**config.mk**
```make
export PLATFORM = sky130hd
export DESIGN_NAME = fetch_unit
export DESIGN_NICKNAME = d
export VERILOG_FILES = /design/src/rtl/fetch_unit_pkg.sv /design/src/rtl/fetch_queue.sv /design/src/rtl/fetch_unit.sv
export SDC_FILE = /design/constraint.sdc
export NUM_CORES = 1
export LEC_CHECK = 0
export CORE_ASPECT_RATIO = 0.9
export CORE_UTILIZATION = 43
export DETAILED_ROUTE_END_ITERATION = 7
export DONT_BUFFER_PORTS = 1
export HOLD_SLACK_MARGIN = 0.03
export PLACE_DENSITY_LB_ADDON = 0.05
export SLEW_MARGIN = 20
export SYNTH_ARGS = -nofsm -noshare
export SYNTH_HDL_FRONTEND = slang
export SYNTH_SLANG_ARGS = --single-unit
```
**constraint.sdc**
```tcl
create_clock -name clock_input -period 3.1 [get_ports clock_input]
set_input_delay 0.465 -clock clock_input [delete_from_list [all_inputs] [get_ports clock_input]]
set_output_delay 0.465 -clock clock_input [all_outputs]
set_load 0.05 [all_outputs]
```
**src/rtl/fetch_unit_pkg.sv**
```systemverilog
// Shared definitions for the Core101 fetch stage: default reset PC, queue entry
// field widths and the queue pointer width helper.
package fetch_unit_pkg;

  localparam logic [31:0] DEFAULT_RESET_PC = 32'h0000_0000;
  localparam int          PC_W             = 32;
  localparam int          INS_W            = 32;

  // Payload of one queue entry; the filled flag lives in a separate vector
  // because it is the only per-entry field that must be reset.
  typedef struct packed {
    logic [PC_W-1:0]  pc;
    logic [INS_W-1:0] ins;
  } entry_data_t;

  function automatic int ptr_w(input int depth);
    return $clog2(depth);
  endfunction

endpackage

```
**src/rtl/fetch_queue.sv**
```systemverilog
// Circular instruction buffer with independent reserve, fill and pop pointers.
// Entries are reserved at request time and filled in order as responses return.
module fetch_queue
  import fetch_unit_pkg::*;
#(
  parameter int DEPTH = 2
) (
  input  logic                   clk_i,
  input  logic                   rst_i,
  input  logic                   flush_i,
  input  logic                   reserve_i,
  input  logic [PC_W-1:0]        reserve_pc_i,
  input  logic                   fill_i,
  input  logic [INS_W-1:0]       fill_ins_i,
  input  logic                   pop_i,
  output logic                   head_valid_o,
  output logic [PC_W-1:0]        head_pc_o,
  output logic [INS_W-1:0]       head_ins_o,
  output logic [ptr_w(DEPTH):0]  count_o,
  output logic [ptr_w(DEPTH):0]  unfilled_o
);

  localparam int PW = ptr_w(DEPTH);
  localparam int CW = PW + 1;

  entry_data_t      data_q [DEPTH];
  logic [DEPTH-1:0] filled_q;
  logic [PW-1:0]    rsv_ptr_q, fill_ptr_q, pop_ptr_q;
  logic [CW-1:0]    count_q, count_d, unfilled_q, unfilled_d;
  logic             fill_ok, pop_ok;

  // A fill with nothing reserved-unfilled is a protocol violation and is dropped.
  assign fill_ok    = fill_i && (unfilled_q != '0);
  assign pop_ok     = pop_i && head_valid_o;
  assign count_d    = count_q + CW'(reserve_i) - CW'(pop_ok);
  assign unfilled_d = unfilled_q + CW'(reserve_i) - CW'(fill_ok);

  // NOTE: the payload array is deliberately not reset; validity comes only from
  // the reset pointers and filled flags, so stale payload is never observable.
  always_ff @(posedge clk_i) begin
    if (reserve_i) data_q[rsv_ptr_q].pc <= reserve_pc_i;
    if (fill_ok)   data_q[fill_ptr_q].ins <= fill_ins_i;
  end

  always_ff @(posedge clk_i) begin
    if (rst_i || flush_i) begin
      rsv_ptr_q  <= '0;
      fill_ptr_q <= '0;
      pop_ptr_q  <= '0;
      count_q    <= '0;
      unfilled_q <= '0;
      filled_q   <= '0;
    end else begin
      // Reserve, fill and pop always target distinct slots, so all three can
      // land in the same cycle.
      if (reserve_i) begin
        filled_q[rsv_ptr_q] <= 1'b0;
        rsv_ptr_q           <= rsv_ptr_q + PW'(1);
      end
      if (fill_ok) begin
        filled_q[fill_ptr_q] <= 1'b1;
        fill_ptr_q           <= fill_ptr_q + PW'(1);
      end
      if (pop_ok) begin
        filled_q[pop_ptr_q] <= 1'b0;
        pop_ptr_q           <= pop_ptr_q + PW'(1);
      end
      count_q    <= count_d;
      unfilled_q <= unfilled_d;
    end
  end

  assign head_valid_o = filled_q[pop_ptr_q];
  assign head_pc_o    = head_valid_o ? data_q[pop_ptr_q].pc  : '0;
  assign head_ins_o   = head_valid_o ? data_q[pop_ptr_q].ins : '0;
  assign count_o      = count_q;
  assign unfilled_o   = unfilled_q;

endmodule

```
**src/rtl/fetch_unit.sv**
```systemverilog
// Core101 instruction fetch: PC, request issue, stale-response discard and queue.
// Optional misaligned-redirect trap is enabled with `define FETCH_MISALIGN_CHECK_EN.
module fetch_unit
  import fetch_unit_pkg::*;
#(
  parameter logic [31:0] RESET_PC = DEFAULT_RESET_PC,
  parameter int          DEPTH    = 2
) (
  input  logic        clock_input,
  input  logic        reset_input,
  output logic        mem_req_valid_output,
  output logic [31:0] mem_req_addr_output,
  input  logic        mem_req_ready_input,
  input  logic        mem_rsp_valid_input,
  input  logic [31:0] mem_rsp_data_input,
  input  logic        redirect_valid_input,
  input  logic [31:0] redirect_addr_input,
  output logic        ins_valid_output,
  output logic [31:0] ins_output,
  output logic [31:0] ins_pc_output,
  input  logic        ins_ready_input
`ifdef FETCH_MISALIGN_CHECK_EN
  ,
  output logic        misalign_output
`endif
);

  localparam int CW = ptr_w(DEPTH) + 1;

  logic [PC_W-1:0] pc_q, pc_d;
  logic [CW-1:0]   discard_q, discard_d;
  logic [CW-1:0]   rsv_count, unfilled_count;
  logic            req_hs, pop, rsp_drop, rsp_accept, halt_misalign;

`ifdef FETCH_MISALIGN_CHECK_EN
  logic misalign_q;

  always_ff @(posedge clock_input) begin
    if (reset_input)               misalign_q <= 1'b0;
    else if (redirect_valid_input) misalign_q <= |redirect_addr_input[1:0];
  end

  assign halt_misalign   = misalign_q;
  assign misalign_output = misalign_q;
`else
  logic unused_addr_bits;

  assign halt_misalign    = 1'b0;
  assign unused_addr_bits = ^redirect_addr_input[1:0];
`endif

  // Issue depends only on registered state (plus reset), never on same-cycle inputs.
  assign mem_req_valid_output = !reset_input && (rsv_count != CW'(DEPTH)) &&
                                (discard_q == '0) && !halt_misalign;
  assign mem_req_addr_output  = pc_q;

  assign req_hs     = mem_req_valid_output && mem_req_ready_input;
  assign pop        = ins_valid_output && ins_ready_input;
  assign rsp_drop   = mem_rsp_valid_input && (discard_q != '0);
  assign rsp_accept = mem_rsp_valid_input && (discard_q == '0) && (unfilled_count != '0);

  // NOTE: every variable gets its default before any branch so no latch is inferred.
  always_comb begin
    pc_d      = pc_q;
    discard_d = discard_q - CW'(rsp_drop);
    if (req_hs) pc_d = pc_q + 32'd4;
    if (redirect_valid_input) begin
      // Everything still in flight after this cycle becomes stale.
      pc_d      = {redirect_addr_input[31:2], 2'b00};
      discard_d = discard_q - CW'(rsp_drop) + unfilled_count + CW'(req_hs) - CW'(rsp_accept);
    end
  end

  // NOTE: state registers use non-blocking assignments so every flop samples
  // the pre-edge values regardless of statement order.
  always_ff @(posedge clock_input) begin
    if (reset_input) begin
      pc_q      <= {RESET_PC[31:2], 2'b00};
      discard_q <= '0;
    end else begin
      pc_q      <= pc_d;
      discard_q <= discard_d;
    end
  end

  fetch_queue #(.DEPTH(DEPTH)) u_queue (
    .clk_i        (clock_input),
    .rst_i        (reset_input),
    .flush_i      (redirect_valid_input),
    .reserve_i    (req_hs),
    .reserve_pc_i (pc_q),
    .fill_i       (mem_rsp_valid_input && (discard_q == '0)),
    .fill_ins_i   (mem_rsp_data_input),
    .pop_i        (pop),
    .head_valid_o (ins_valid_output),
    .head_pc_o    (ins_pc_output),
    .head_ins_o   (ins_output),
    .count_o      (rsv_count),
    .unfilled_o   (unfilled_count)
  );

endmodule

```
# [Word level (Yosys, flattened, before mapping)]
# Memory sizes are Yosys's and may differ from the RTL's. A register that Yosys moved wholly into a read port is not among the register bits.
# Cells that the tools add are included.
[totals] regBits=43 ramBits=128 inputBits=70 output_inout_bits=98 word_cells=76 mem_count=1
[memory_table] memory="u_queue.data_q" depth=2 width=64 rd=1 rd_ports_with_merged_regs=1 wr=2 line="fetch_queue.sv:26" source="entry_data_t data_q [DEPTH];"
[classes] addsub=12 magnitude_cmp=6 eq_ne=1 n_mux=24 n_bitwise=5 n_reduce_logical=18
[op_table] cell="2-to-1 mux 32 bit" n=4
[op_table] cell="adder 32 x 3 -> 32 bit (second input constant)" n=1
[op_table] cell="2-to-1 mux 2 bit" n=6
[op_table] cell="logical AND 1 bit" n=11
[op_table] cell="2-to-1 mux 1 bit" n=11
[op_table] cell="subtractor 2 x 1 -> 2 bit" n=4
[op_table] cell="adder 2 x 1 -> 2 bit" n=3
[op_table] cell="less-than comparator 1 x 2 -> 1 bit (second input constant)" n=3
[op_table] cell="nonzero test 2 bit" n=3
[op_table] cell="bitwise AND 2 bit" n=2
[op_table] cell="NOT 2 bit" n=2
[op_table] cell="adder 1 bit (second input constant)" n=3
[op_table] cell="demux 1 bit (select 1 bit)" n=3
[op_table] cell=">= comparator 1 bit (second input constant)" n=3
[op_table] cell="adder 2 bit" n=1
[op_table] cell="logical NOT 2 bit" n=1
[op_table] cell="!= test 2 bit (second input constant)" n=1
[op_table] cell="bitwise OR 2 bit" n=1
[op_table] cell="OR reduction 2 bit" n=1
[op_table] cell="logical NOT 1 bit" n=1
[op_table] cell="logical OR 1 bit" n=1

# [Depth between registers and ports, before layout]
[logic_depth] ltp_word=13 ltp_mapped=12 mapped_depth_nobuf=10

# [By module]
# From an unflattened synthesis, not the netlist that was laid out.
[unflattened] hier_cells=563 area_unflattened_um2=7345.8
[by_module_without_submodules] mod="fetch_queue" n_inst=1 cells_per_inst=323 area_each_um2=5328.9 seq_area_each_um2=4043.9
[by_module_without_submodules] mod="fetch_unit" n_inst=1 cells_per_inst=240 area_each_um2=2016.9 seq_area_each_um2=640.6

# [Least setup slack after synthesis]
# OpenSTA, ideal clock, no wires.
[synth_path] kind="input port to flip-flop" start="input port reset_input" end="memory u_queue.data_q[0][34] (netlist name) (enable)" setup_time_ns=0.417 t_arrival_ns=2.543 t_required_ns=2.683 slack_ns=0.140 cell_stages=6 path_buffers=2 path_cell_list="clkbuf_1 > nor2b_1 > and3_1 > inv_2 > buf_2 > nor2_1"
[synth_rtl] item="start: declaration" line="fetch_unit.sv:10" source="input logic reset_input,"
[synth_rtl] item="end: declaration" line="fetch_queue.sv:26"

==> impl_metrics.toml <==
[status]
status = "finished with violations"
violations = "DRC"

[detailed_routing]
ant_nets = 0
wl_per_cell_um = 17.6
via_per_inst = 5.16
drc_errors = 22
drtIter0Drc = 281
routed_wl_um = 15400
vias = 4508
dr.pass1.iters = 8

[grt]
grt_antenna_before_repair = 0
gr-usage-met2 = 0.300
met1_usage = 0.235
overflow = 0
grt.total_usage = 0.186
grt_max_degree = 60
grt_pass1_vias = 4466
grt_busiest_layer = "met2"
grt_pass1_wl_um = 24300
grtUsageMet3 = 0.0704

[die]
ios = 168
die_x_um = 138
num_rows = 44
start_util = 0.442
fp.dieH_um = 125
core_area_um2 = 16200
die-area_um2 = 17200

[logic_synthesis]
synthCells = 570
synth.avg_cell_area_um2 = 12.6
yosys_warnings = 0
synth_top_flop_cell = "edfxtp_1"
syn_area_um2 = 7180
synth-async-reset-ratio = 0
synth_edf_count = 124
ys_seq_area_frac = 0.636
synth_cell_type_count = 47
synth-seq-cells = 166

[timing]
final_hold_viol_count = 0
fin_ws_ns = 0.681
slew_headroom = 0.538
rsz0062_at_grt = "no"
final.min_clock_period_ns = 2.42
report.final.slew_viol_count = 0
fin_worst_skew_ns = 0.00969
holdWs_ns = 0.129
setup_violations = 0
tightestPinTransition_ns = 0.692
fmax_mhz = 413
finalCritPeriodShare = 0.780
tns_ns = 0

[clocking]
ctsResizeCount = 0
h-tree-depth = 4
cts_sinks = 166
cts_setup_buffers = 0
cts_buffer_depth = 2
insertion_delay_ns = 0.42
cts_root_buffer = "clkbuf_16"
cts_tree = "yes"
cts_buffers = 17
hold_buffers = 0
clk_pin_slew_worst_paths_ns = 0.06

[hold_path]
holdPathStages = 1
min_from = "reset_input"
min_to = "mem_req_addr_output[4]$_SDFFE_PP0P_"
hold_path.class = "in2reg"

[critical_path]
cp_cell_sequence = "buf_12, mux2i_1, nor2_1, buf_4"
critPathKind = "reg2out"
crit_fanout = 38
cp_top_family = "flip-flops"
rr_endpoint = "discard_q[1]$_SDFF_PP0_"
cp_slowest_cell = "dfxtp_4"
cp.arrival_ns = 1.95
crit_required_ns = 2.63
r2r_setup_slack_ns = 0.78
r2r_start = "discard_q[0]$_SDFF_PP0_"
path_buf_inv = 2
reg2reg_depth = 10
cp-end-kind = "output port"
cp-start-kind = "register"
cpPeakStageDelay_ns = 0.66

[pwr]
peakVddDrop_v = 0.000416
seqPwrFrac = 0.500
p_total_mw = 5.28
p_per_area_nw_per_um2 = 614
p_leak_nw = 3.15
internal_power_mw = 3.88
power_frac_comb = 0.133
power.switching_mw = 1.39
p_clk_frac = 0.367
swShare = 0.264

[job]
max-cap-violations = 0

[place]
post_dp_cell_area_um2 = 8060
dp_hpwl_um = 10400
port-buffer-count = 0
place.gp.congestion = 0.733
post-place-ws_ns = 0.794
placed_cells = 841

[final_layout]
fin_nets = 731
antenna_cells = 0
fillers = 1440
final_cell_count_no_fill = 873
synthToLayoutAreaGrowth_pct = 19.8
final_util = 0.529
fin_area_um2 = 8600
drive_above_1_share = 0.209
==> cell usage in the layout, fill, tap and decap left out, drive strengths merged, types with 6 or more instances in the layout <==
cell	netlist	layout
nand4	11	11
nor2	84	84
ha	7	7
nand2	14	14
dfxtp	42	42
clkbuf	19	21
a21oi	26	26
o21a	18	18
edfxtp	124	124
clkinv	0	6
buf	15	95
inv	34	35
xor2	17	17
mux2i	68	68
o22ai	6	6
nand3	9	9
xnor2	20	20
nor4	13	13
==> area by class of cell <==
type / count / area, um^2 / share of cell area
multi-input combinational: 339 / 2360 / 0.275
clock inverter: 11 / 103 / 0.0119
tap: 207 / 259 / 0.0301
inverter: 34 / 128 / 0.0148
sequential: 166 / 4570 / 0.531
timing repair buffer: 95 / 738 / 0.0859
clock buffer: 21 / 440 / 0.0512
==> synthesized netlist by cell type, drive strengths merged, types with 4 or more instances <==
| library cell | count | share of area |
|---|---|---|
| edfxtp | 124 | 0.52 |
| nor2 | 84 | 0.044 |
| mux2i | 68 | 0.095 |
| dfxtp | 42 | 0.12 |
| inv | 34 | 0.018 |
| a21oi | 26 | 0.018 |
| xnor2 | 20 | 0.024 |
| clkbuf | 19 | 0.0099 |
| o21a | 18 | 0.019 |
| xor2 | 17 | 0.021 |
| buf | 15 | 0.011 |
| nand2 | 14 | 0.0073 |
| nor4 | 13 | 0.016 |
| nand4 | 11 | 0.012 |
| nand3 | 9 | 0.0070 |
| ha | 7 | 0.012 |
| o22ai | 6 | 0.0052 |
| and3 | 5 | 0.0044 |
| nor2b | 5 | 0.0044 |
| nor3 | 4 | 0.0028 |
==> state kept, by name, summed over array words and instances (netlist names), named ones only <==
signal,cells
u_queue.pop_ptr_q,1
u_queue.data_q,124
u_queue.unfilled_o,2
u_queue.filled_q,2
u_queue.fill_ptr_q,1
mem_req_addr_output,30
u_queue.rsv_ptr_q,1
u_queue.count_o,2
discard_q,2
==> power by group through the flow <==
stage / clock [mW] / sequential, mW / combinational [mW]
after floorplan: 0 / 2.77 / 0.432
after global placement: 0 / 2.68 / 0.687
after detailed placement: 0 / 2.69 / 0.708
after CTS: 1.99 / 2.64 / 0.711
after global routing: 2.09 / 2.65 / 0.769
final: 1.94 / 2.64 / 0.700
==> per-layer routing <==
metal | share of wire | wire [um] | vias to the layer above
met2 | 0.49 | 7470 | 135
met4 | 0.0055 | 85 | 0
li1 | - | - | 2195
met5 | 0 | 0 | -
met3 | 0.074 | 1140 | 5
met1 | 0.44 | 6700 | 2173
==> cell families after synthesis <==
| kind of cell | share of synthesized area |
|---|---|
| AO/OA/AOI/OAI | 0.0500 |
| XOR/XNOR | 0.0452 |
| adder cells (fa/ha/maj) | 0.0150 |
| buffers and inverters | 0.0391 |
| flip-flops | 0.636 |
| multiplexers | 0.0964 |
| other | 0.000523 |
| AND/OR/NAND/NOR | 0.118 |
==> worst max path at each step <==
| stage | from | endpoint | slack [ns] | cells past startpoint |
|---|---|---|---|---|
| 2_1_floorplan | reset_input | u_queue.data_q[0][34]$_DFFE_PP_ | 0.14 | 6 |
| 3_3_place_gp | discard_q[0]$_SDFF_PP0_ | discard_q[1]$_SDFF_PP0_ | 0.85 | 10 |
| 3_5_place_dp | discard_q[0]$_SDFF_PP0_ | discard_q[1]$_SDFF_PP0_ | 0.79 | 10 |
| 4_1_cts | register | ins_output[12] | 0.63 | 4 |
| 5_1_grt | register | ins_output[24] | 0.54 | 4 |
| 6_report | register | ins_pc_output[6] | 0.68 | 4 |
Power figures use the tool's default switching activity.
